==> config.mk <==
export PLATFORM = sky130hd
export DESIGN_NAME = onehot_code_decoder
export DESIGN_NICKNAME = d
export VERILOG_FILES = /design/src/rtl/onehot_code_decoder.sv
export SDC_FILE = /design/constraint.sdc
export NUM_CORES = 1
export LEC_CHECK = 0
export CAP_MARGIN = 20
export CORE_MARGIN = 5
export CORE_UTILIZATION = 43
export CTS_CLUSTER_SIZE = 16
export DETAILED_ROUTE_END_ITERATION = 8
export PLACE_DENSITY = 0.72
export SLEW_MARGIN = 20
export SYNTH_ARGS = -nofsm -noshare
export SYNTH_HDL_FRONTEND = slang
export SYNTH_SLANG_ARGS = --single-unit
==> constraint.sdc <==
create_clock -name clk -period 1.35 [get_ports clk]
set_input_delay 0.2025 -clock clk [delete_from_list [all_inputs] [get_ports clk]]
set_output_delay 0.2025 -clock clk [all_outputs]
set_load 0.02 [all_outputs]
==> src/rtl/onehot_code_decoder.sv <==
// Binary channel code to registered one-hot select, held HOLD cycles, then one all-zero gap cycle.
// Optional per-channel enable mask and drop flag when ONEHOT_DEC_MASK_EN is defined.
module onehot_code_decoder #(
  parameter int unsigned WIDTH = 3,
  parameter int unsigned HOLD  = 4
) (
  input  logic                  clk,
  input  logic                  rst,
  input  logic                  in_valid,
  input  logic [WIDTH-1:0]      in_code,
  output logic                  in_ready,
  output logic [(2**WIDTH)-1:0] sel,
  output logic                  sel_valid,
  output logic                  done,
  output logic                  busy
`ifdef ONEHOT_DEC_MASK_EN
  ,
  input  logic                  mask_wr,
  input  logic [(2**WIDTH)-1:0] mask_data,
  output logic                  drop
`endif
);

  localparam int unsigned N    = 2 ** WIDTH;
  localparam int unsigned CntW = $clog2(HOLD) + 1;
  localparam logic [CntW-1:0] HoldLoad = CntW'(HOLD - 1);

  localparam logic [1:0] StIdle  = 2'd0;
  localparam logic [1:0] StDrive = 2'd1;
  localparam logic [1:0] StGap   = 2'd2;

  if (HOLD < 1 || HOLD > 255) begin : g_hold_check
    $error("onehot_code_decoder: HOLD must be in 1..255");
  end

  logic [1:0]       state_q, state_d;
  logic [CntW-1:0]  cnt_q, cnt_d;
  logic [WIDTH-1:0] code_q, code_d;
  logic [N-1:0]     sel_q, sel_d;
  logic             sel_valid_q, sel_valid_d;
  logic             done_q, done_d;
  logic             busy_q, busy_d;
  logic             accept;
  logic             code_masked;

  assign in_ready = (state_q == StIdle) && !rst;
  assign accept   = in_valid && in_ready;

`ifdef ONEHOT_DEC_MASK_EN
  logic [N-1:0] mask_q, mask_d;
  logic         drop_q, drop_d;

  // The mask is sampled before this cycle's write lands, so a same-cycle write only affects later codes.
  assign code_masked = !mask_q[in_code];
  assign mask_d      = mask_wr ? mask_data : mask_q;
  assign drop_d      = accept && code_masked;
  assign drop        = drop_q;

  always_ff @(posedge clk) begin
    if (rst) begin
      mask_q <= '1;
      drop_q <= 1'b0;
    end else begin
      mask_q <= mask_d;
      drop_q <= drop_d;
    end
  end
`else
  assign code_masked = 1'b0;
`endif

  always_comb begin
    state_d = state_q;
    cnt_d   = cnt_q;
    code_d  = code_q;
    case (state_q)
      StIdle: begin
        if (accept) begin
          code_d = in_code;
          if (code_masked) begin
            state_d = StGap;
          end else begin
            state_d = StDrive;
            cnt_d   = HoldLoad;
          end
        end
      end
      StDrive: begin
        if (cnt_q == '0) begin
          state_d = StGap;
        end else begin
          cnt_d = cnt_q - 1'b1;
        end
      end
      StGap:   state_d = StIdle;
      default: state_d = StIdle;
    endcase

    // Outputs are derived from the next state so they are registered alongside it.
    sel_d = '0;
    if (state_d == StDrive) begin
      sel_d = N'(1) << code_d;
    end
    sel_valid_d = (state_d == StDrive);
    done_d      = (state_d == StDrive) && (cnt_d == '0);
    busy_d      = (state_d != StIdle);
  end

  always_ff @(posedge clk) begin
    if (rst) begin
      state_q     <= StIdle;
      cnt_q       <= '0;
      code_q      <= '0;
      sel_q       <= '0;
      sel_valid_q <= 1'b0;
      done_q      <= 1'b0;
      busy_q      <= 1'b0;
    end else begin
      state_q     <= state_d;
      cnt_q       <= cnt_d;
      code_q      <= code_d;
      sel_q       <= sel_d;
      sel_valid_q <= sel_valid_d;
      done_q      <= done_d;
      busy_q      <= busy_d;
    end
  end

  assign sel       = sel_q;
  assign sel_valid = sel_valid_q;
  assign done      = done_q;
  assign busy      = busy_q;

  a_sel_onehot0: assert property (@(posedge clk) disable iff (rst) $onehot0(sel_q));
  a_done_in_drive: assert property (@(posedge clk) disable iff (rst) done_q |-> sel_valid_q);
  a_cnt_bound: assert property (@(posedge clk) disable iff (rst) cnt_q <= HoldLoad);

endmodule

# Yosys cells after proc, flatten, opt, wreduce, memory -nomap -nowiden
# Index checks and enable logic that the tools add are counted.
# W data, S select, Z words.
[word_totals]
regBits = 19
out_inout_bits = 12
[classes]
n_addsub = 1
eq_ne = 2
n_shift = 1
muxes = 8
n_bitwise = 1
reduce_logical = 9
[ops]
columns = ["operator", "n"]
rows = [
  ["$mux W3", 4],
  ["$shl A1 B3 Y8 const A", 1],
  ["$logic_not A3 Y1", 2],
  ["$pmux W3 S2", 1],
  ["$eq A2 B1 Y1 const B", 2],
  ["$mux W2", 2],
  ["$pmux W2 S2", 1],
  ["$logic_and A1 B1 Y1", 3],
  ["$sub A3 B1 Y3 const B", 1],
  ["$logic_not A2 Y1", 1],
  ["$reduce_bool A2 Y1", 1],
  ["$reduce_or A2 Y1", 1],
  ["$logic_not A1 Y1", 1],
  ["$not A1 Y1", 1],
]

# Logic depth before layout (Yosys ltp)
# Gate-level depths: netlist (run 1).
[logic_depth]
depth_word = 8
ltp_mapped = 6

# Worst setup path after synthesis (run 1)
# OpenSTA, ideal clock, no wires.
[synth_timing]
path_kind = "register -> register"
start = "reg cnt_q[0]"
end = "reg cnt_q[0]"
setup_time_ns = 0.132
arrival_ns = 1.323
setup_slack_ns = -0.105
stages_incl_launch_ff = 7
n_path_buf = 1
cell_sequence = "dfxtp_1 > inv_1 > ha_1 > nand2b_1 > buf_2 > a211oi_1 > or3_2"
[synth_via]
elab_chain_len = 3
elab_cells_between_ends = 5
classes_between = "add/sub (1); mux (3); reduce/logical (1)"
[synth_rtl]
columns = ["item", "line", "source"]
rows = [
  ["start: declaration", "37", "logic [CntW-1:0] cnt_q, cnt_d;"],
  ["start signal: assignment", "120", "cnt_q <= cnt_d;"],
  ["$sub A3 B1 Y3 or $logic_not A3 Y1 (tied branches)", "92, 89", ""],
  ["$mux W3", "89", "if (cnt_q == '0) begin"],
  ["$pmux W3 S2 (*)", "76", "case (state_q)"],
]
# Every way passes the cells marked *; elsewhere a longest branch is shown, timed or not.
# A chain may end at the register's enable or synchronous reset.

# Final worst setup path (run 1)
[layout_timing]
start = "reg state_q[1]"
end = "reg cnt_q[1]"
[layout_via]
elab_chain_len = 5
elab_cells_between_ends = 6
classes_between = "eq/ne (1); mux (2); reduce/logical (3)"
[layout_rtl]
columns = ["item", "line", "source"]
rows = [
  ["start: declaration", "36", "logic [1:0] state_q, state_d;"],
  ["start signal: assignment", "111", "state_q <= StIdle;"],
  ["start signal: assignment", "119", "state_q <= state_d;"],
  ["$logic_not A2 Y1", "46, 76", ""],
  ["$logic_and A1 B1 Y1", "46", "assign in_ready = (state_q == StIdle) && !rst;"],
  ["$logic_and A1 B1 Y1", "47", "assign accept = in_valid && in_ready;"],
  ["$mux W3", "78", "if (accept) begin"],
  ["$pmux W3 S2 (*)", "76", ""],
]
# Marks and branches as above.

==> results of run 1 <==
kinds of logic after synthesis:
group | Yosys count
simple gates | 43
fa+ha+maj | 2
compound gates | 14
mux | 4
flops | 19
buf+inv | 9
stage by stage:
stage	utilization	TNS, ns	area [um2]	std cells
finish	0.6257	0	1202	150
global route	0.6257	-0.06392	1202	150
CTS	0.5944	0	1142	148
detailed placement	0.5749	-3.722	1105	142
global placement	0.5749	-2.958	1105	142
floorplan	-	0	854.6	91
worst max-delay path: cells and delay by family, from the launching register on:
kind            cells  cell delay, ns
buf+inv             2            0.27
compound gates      1            0.24
simple gates        2            0.35
flops               1            0.38
sequential cells by signal, indices dropped and copies added (netlist names):
register   count
busy           1
cnt_q          3
code_q         3
done           1
sel            8
sel_valid      1
state_q        2
power groups by stage:
stage | clock, mW | sequential [mW] | combinational (mW)
floorplan | 0 | 0.658 | 0.235
global placement | 0 | 0.648 | 0.374
detailed placement | 0 | 0.650 | 0.380
CTS | 0.299 | 0.636 | 0.388
global route | 0.336 | 0.644 | 0.489
finish | 0.294 | 0.637 | 0.450
layout by cell type, fill, tap and decap left out, types with 3 or more instances in the layout:
master           count
mux2i_1              4
o21ai_0              3
nand2_1              5
dfxtp_1             16
buf_4               10
clkbuf_4             3
a21oi_1              4
buf_6                4
nand4_1              5
clkdlybuf4s50_1      4
nand4b_1             3
nand3_1              4
inv_1                3
nor2_1               8
nand3b_1             3
buf_2                3
dlygate4sd2_1       12
nor3_1               4
layer usage:
layer  vias to the layer above  global-route usage  wire length [um]
li1                        393                   -                 -
met1                       371              0.1970               880
met2                        17              0.2191               893
met3                         8             0.04087                87
met4                         0             0.09544                48
met5                         -                   0                 0
cell type report:
type | instances | area (um2) | share of cell area
repair buffers | 33 | 280.3 | 0.2331
multi-input cells | 63 | 457.9 | 0.3809
clock buffers | 4 | 26.28 | 0.02185
well taps | 27 | 33.78 | 0.02810
inverters | 4 | 15.01 | 0.01249
flip-flops and latches | 19 | 389.1 | 0.3236
worst max path at each step:
| stage | startpoint | to | slack (ns) | cells after the start |
|---|---|---|---|---|
| after CTS | cnt_q[0] | sel[5] | 0.001 | 6 |
| after floorplan | cnt_q[0] | cnt_q[0] | 0.002 | 6 |
| final | state_q[1] | cnt_q[1] | 0.02 | 5 |
| after global routing | state_q[0] | sel[6] | -0.02 | 5 |
| after detailed placement | rst | code_q[1] | -0.36 | 6 |
| after global placement | rst | in_ready | -0.35 | 3 |
what timing repair did:
| action | 4_1_cts | 5_1_grt |
|---|---|---|
| pin swaps | 2 | 3 |
| buffers inserted | 1 | 1 |
| cloned | 1 | 1 |
| resized for setup | 23 | 11 |
| endpoints found under the setup margin | 17 | 15 |
==> impl_metrics.toml, run 1 <==
[synthesis]
adder_cell_area_share_of_the_yosys_netlist = 0.02963
netlist_top_cells_area = "dfxtp_1 45%, mux2i_1 4.7%, nand4_1 3.7%"
synth_compound_gate_area_share = 0.1007
synth-seq-cells = 19
synthDistinctLibCells = 28
synth_top_cell_area_share = 0.4504
synth_simple_gate_area_share = 0.3096
synth-warning-count = 0
count_of_flip_flops_with_a_built_in_enable_after_synthesis = 0
syn_area_um2 = 844.6
synth-seq-area-share = 0.4504
synth.area.mux_share = 0.04741
synth_nets = 99
post-synth-top-count-cell = "dfxtp_1"
syn-instance-count = 91
synth_xor_xnor_area_share = 0
synthesis.area_per_instance_um2 = 9.281
synth_top_family_by_area = "simple AND/OR/NAND/NOR gates"
asyncSetResetFlopFracSynth = 0
synth_area_leader_cell = "dfxtp_1"
dominantRegCellSynth = "dfxtp_1"
synth.cells.most_frequent = "19 x dfxtp_1, 8 x nor2_1, 5 x nand2_1, 5 x nand3_1, 5 x nand4_1"

[critical_path]
path_type_of_the_worst_setup_path = "reg -> reg"
cp_data_arrival_time_ns = 1.53
crit_path_cell_trace = "buf_4 > and2b_2 > buf_6 > nand3_1 > a31o_2"
r2r_start = "state_q[1]"
r2r_end = "cnt_q[1]"
worst_path_largest_cell_delay_ns = 0.38
timing.critical_path.from_type = "register"
worst-r2r-setup-slack_ns = 0.02
critPathMaxFanout = 5
timing.reg2reg.worst_path_depth = 5
worst-endpoint-required_ns = 1.55
worst_path_max_delay_cell = "dfxtp_4"
critical_path.endpoint_type = "register"

[clock_tree]
cts_inserted_buffers = 3
number_of_h_tree_levels = 1
cts-root-buf = "clkbuf_4"
tritoncts = "done"
cts_max_path_buffers = 2
clock_sinks = 19
clk_lat_worst_skew_ns = 0.30
cts_hold_repair.buffers = 0
clk_transition_reported_paths_ns = 0.11

[layout]
synthToLayoutAreaGrowth_pct = 42.37
layout.filler_cells = 171
num_antenna_cells = 0
final_nets = 132
drive_gt1_frac = 0.2764

[floorplan]
design.die.area_um2 = 2951
io_pins = 18
die_h_um = 54.32
initial_utilization = 0.4395
rows = 16
core-area_um2 = 1922
fp.dieW_um = 54.32

[worst_hold_path]
worst_hold_path.endpoint = "busy"
worstHoldPathCells = 3
worst_hold_startpoint = "rst"
holdCritPathClass = "in -> reg"

[power_and_ir_drop]
irDropWorstVdd_uv = 1054
power_switching_mw = 0.4376
post_route_total_power_mw = 1.381
pwr_density_cell_nw_per_um2 = 1148
leakagePower_nw = 0.5154
intPower_mw = 0.9430
sw_frac_of_total = 0.3170
comb_power_share = 0.326
share_seq_of_total_power = 0.461
pwr-share-clk = 0.213

[global_route]
antenna_found_initial = 0
grt_overflow_total = 0
grt_max_degree = 11
grt.total_usage = 0.1514
first_pass_grt_wire_length_um = 3160
via_count_of_the_first_global_routing_pass = 712

[routing]
vias_per_std_cell = 5.260
routed_wirelength_normalized_by_instance_count_um = 12.73
post_route_drc_violation_count = 0
drt_pre_antenna_iters = 4
routed_wl_um = 1910
dr_total_vias = 789
initialDrtViolationCount = 22
antenna_left = 0

[run]
maxCapViolCount = 0

[sta]
tightest_slew_ns = 0.3389
setup_viol_count_final = 0
min_period_ns = 1.327
report.final.hold_viol_count = 0
slew_headroom = 0.7732
setup_repair_after_global_routing_missed_its_margin = "true"
timing_max_transition_violations_final = 0
finalHoldWorstSlack_ns = 0.4004
fmax_mhz = 753.6
post-route-worst-setup-slack_ns = 0.02298
finClkSkew_ns = 0.004481
final_min_period_over_clock_period = 0.9830

[outcome]
outcome = "finished, final reports clean"

[placement]
placement.io_buffers = 17
dp_worst_setup_slack_ns = -0.3647
globalplace.congestion = 0.8565
dp.final_hpwl_um = 1377
Note: power is estimated with default switching activity, not from simulation.
==> inputs of run 2 (changes only) <==
- ABC_CLOCK_PERIOD_IN_PS: default -> 1350
- GPL_ROUTABILITY_DRIVEN: default -> 0
==> results of run 2 <==
No change in the layout: final DEF, timing and power equal those of run 1.
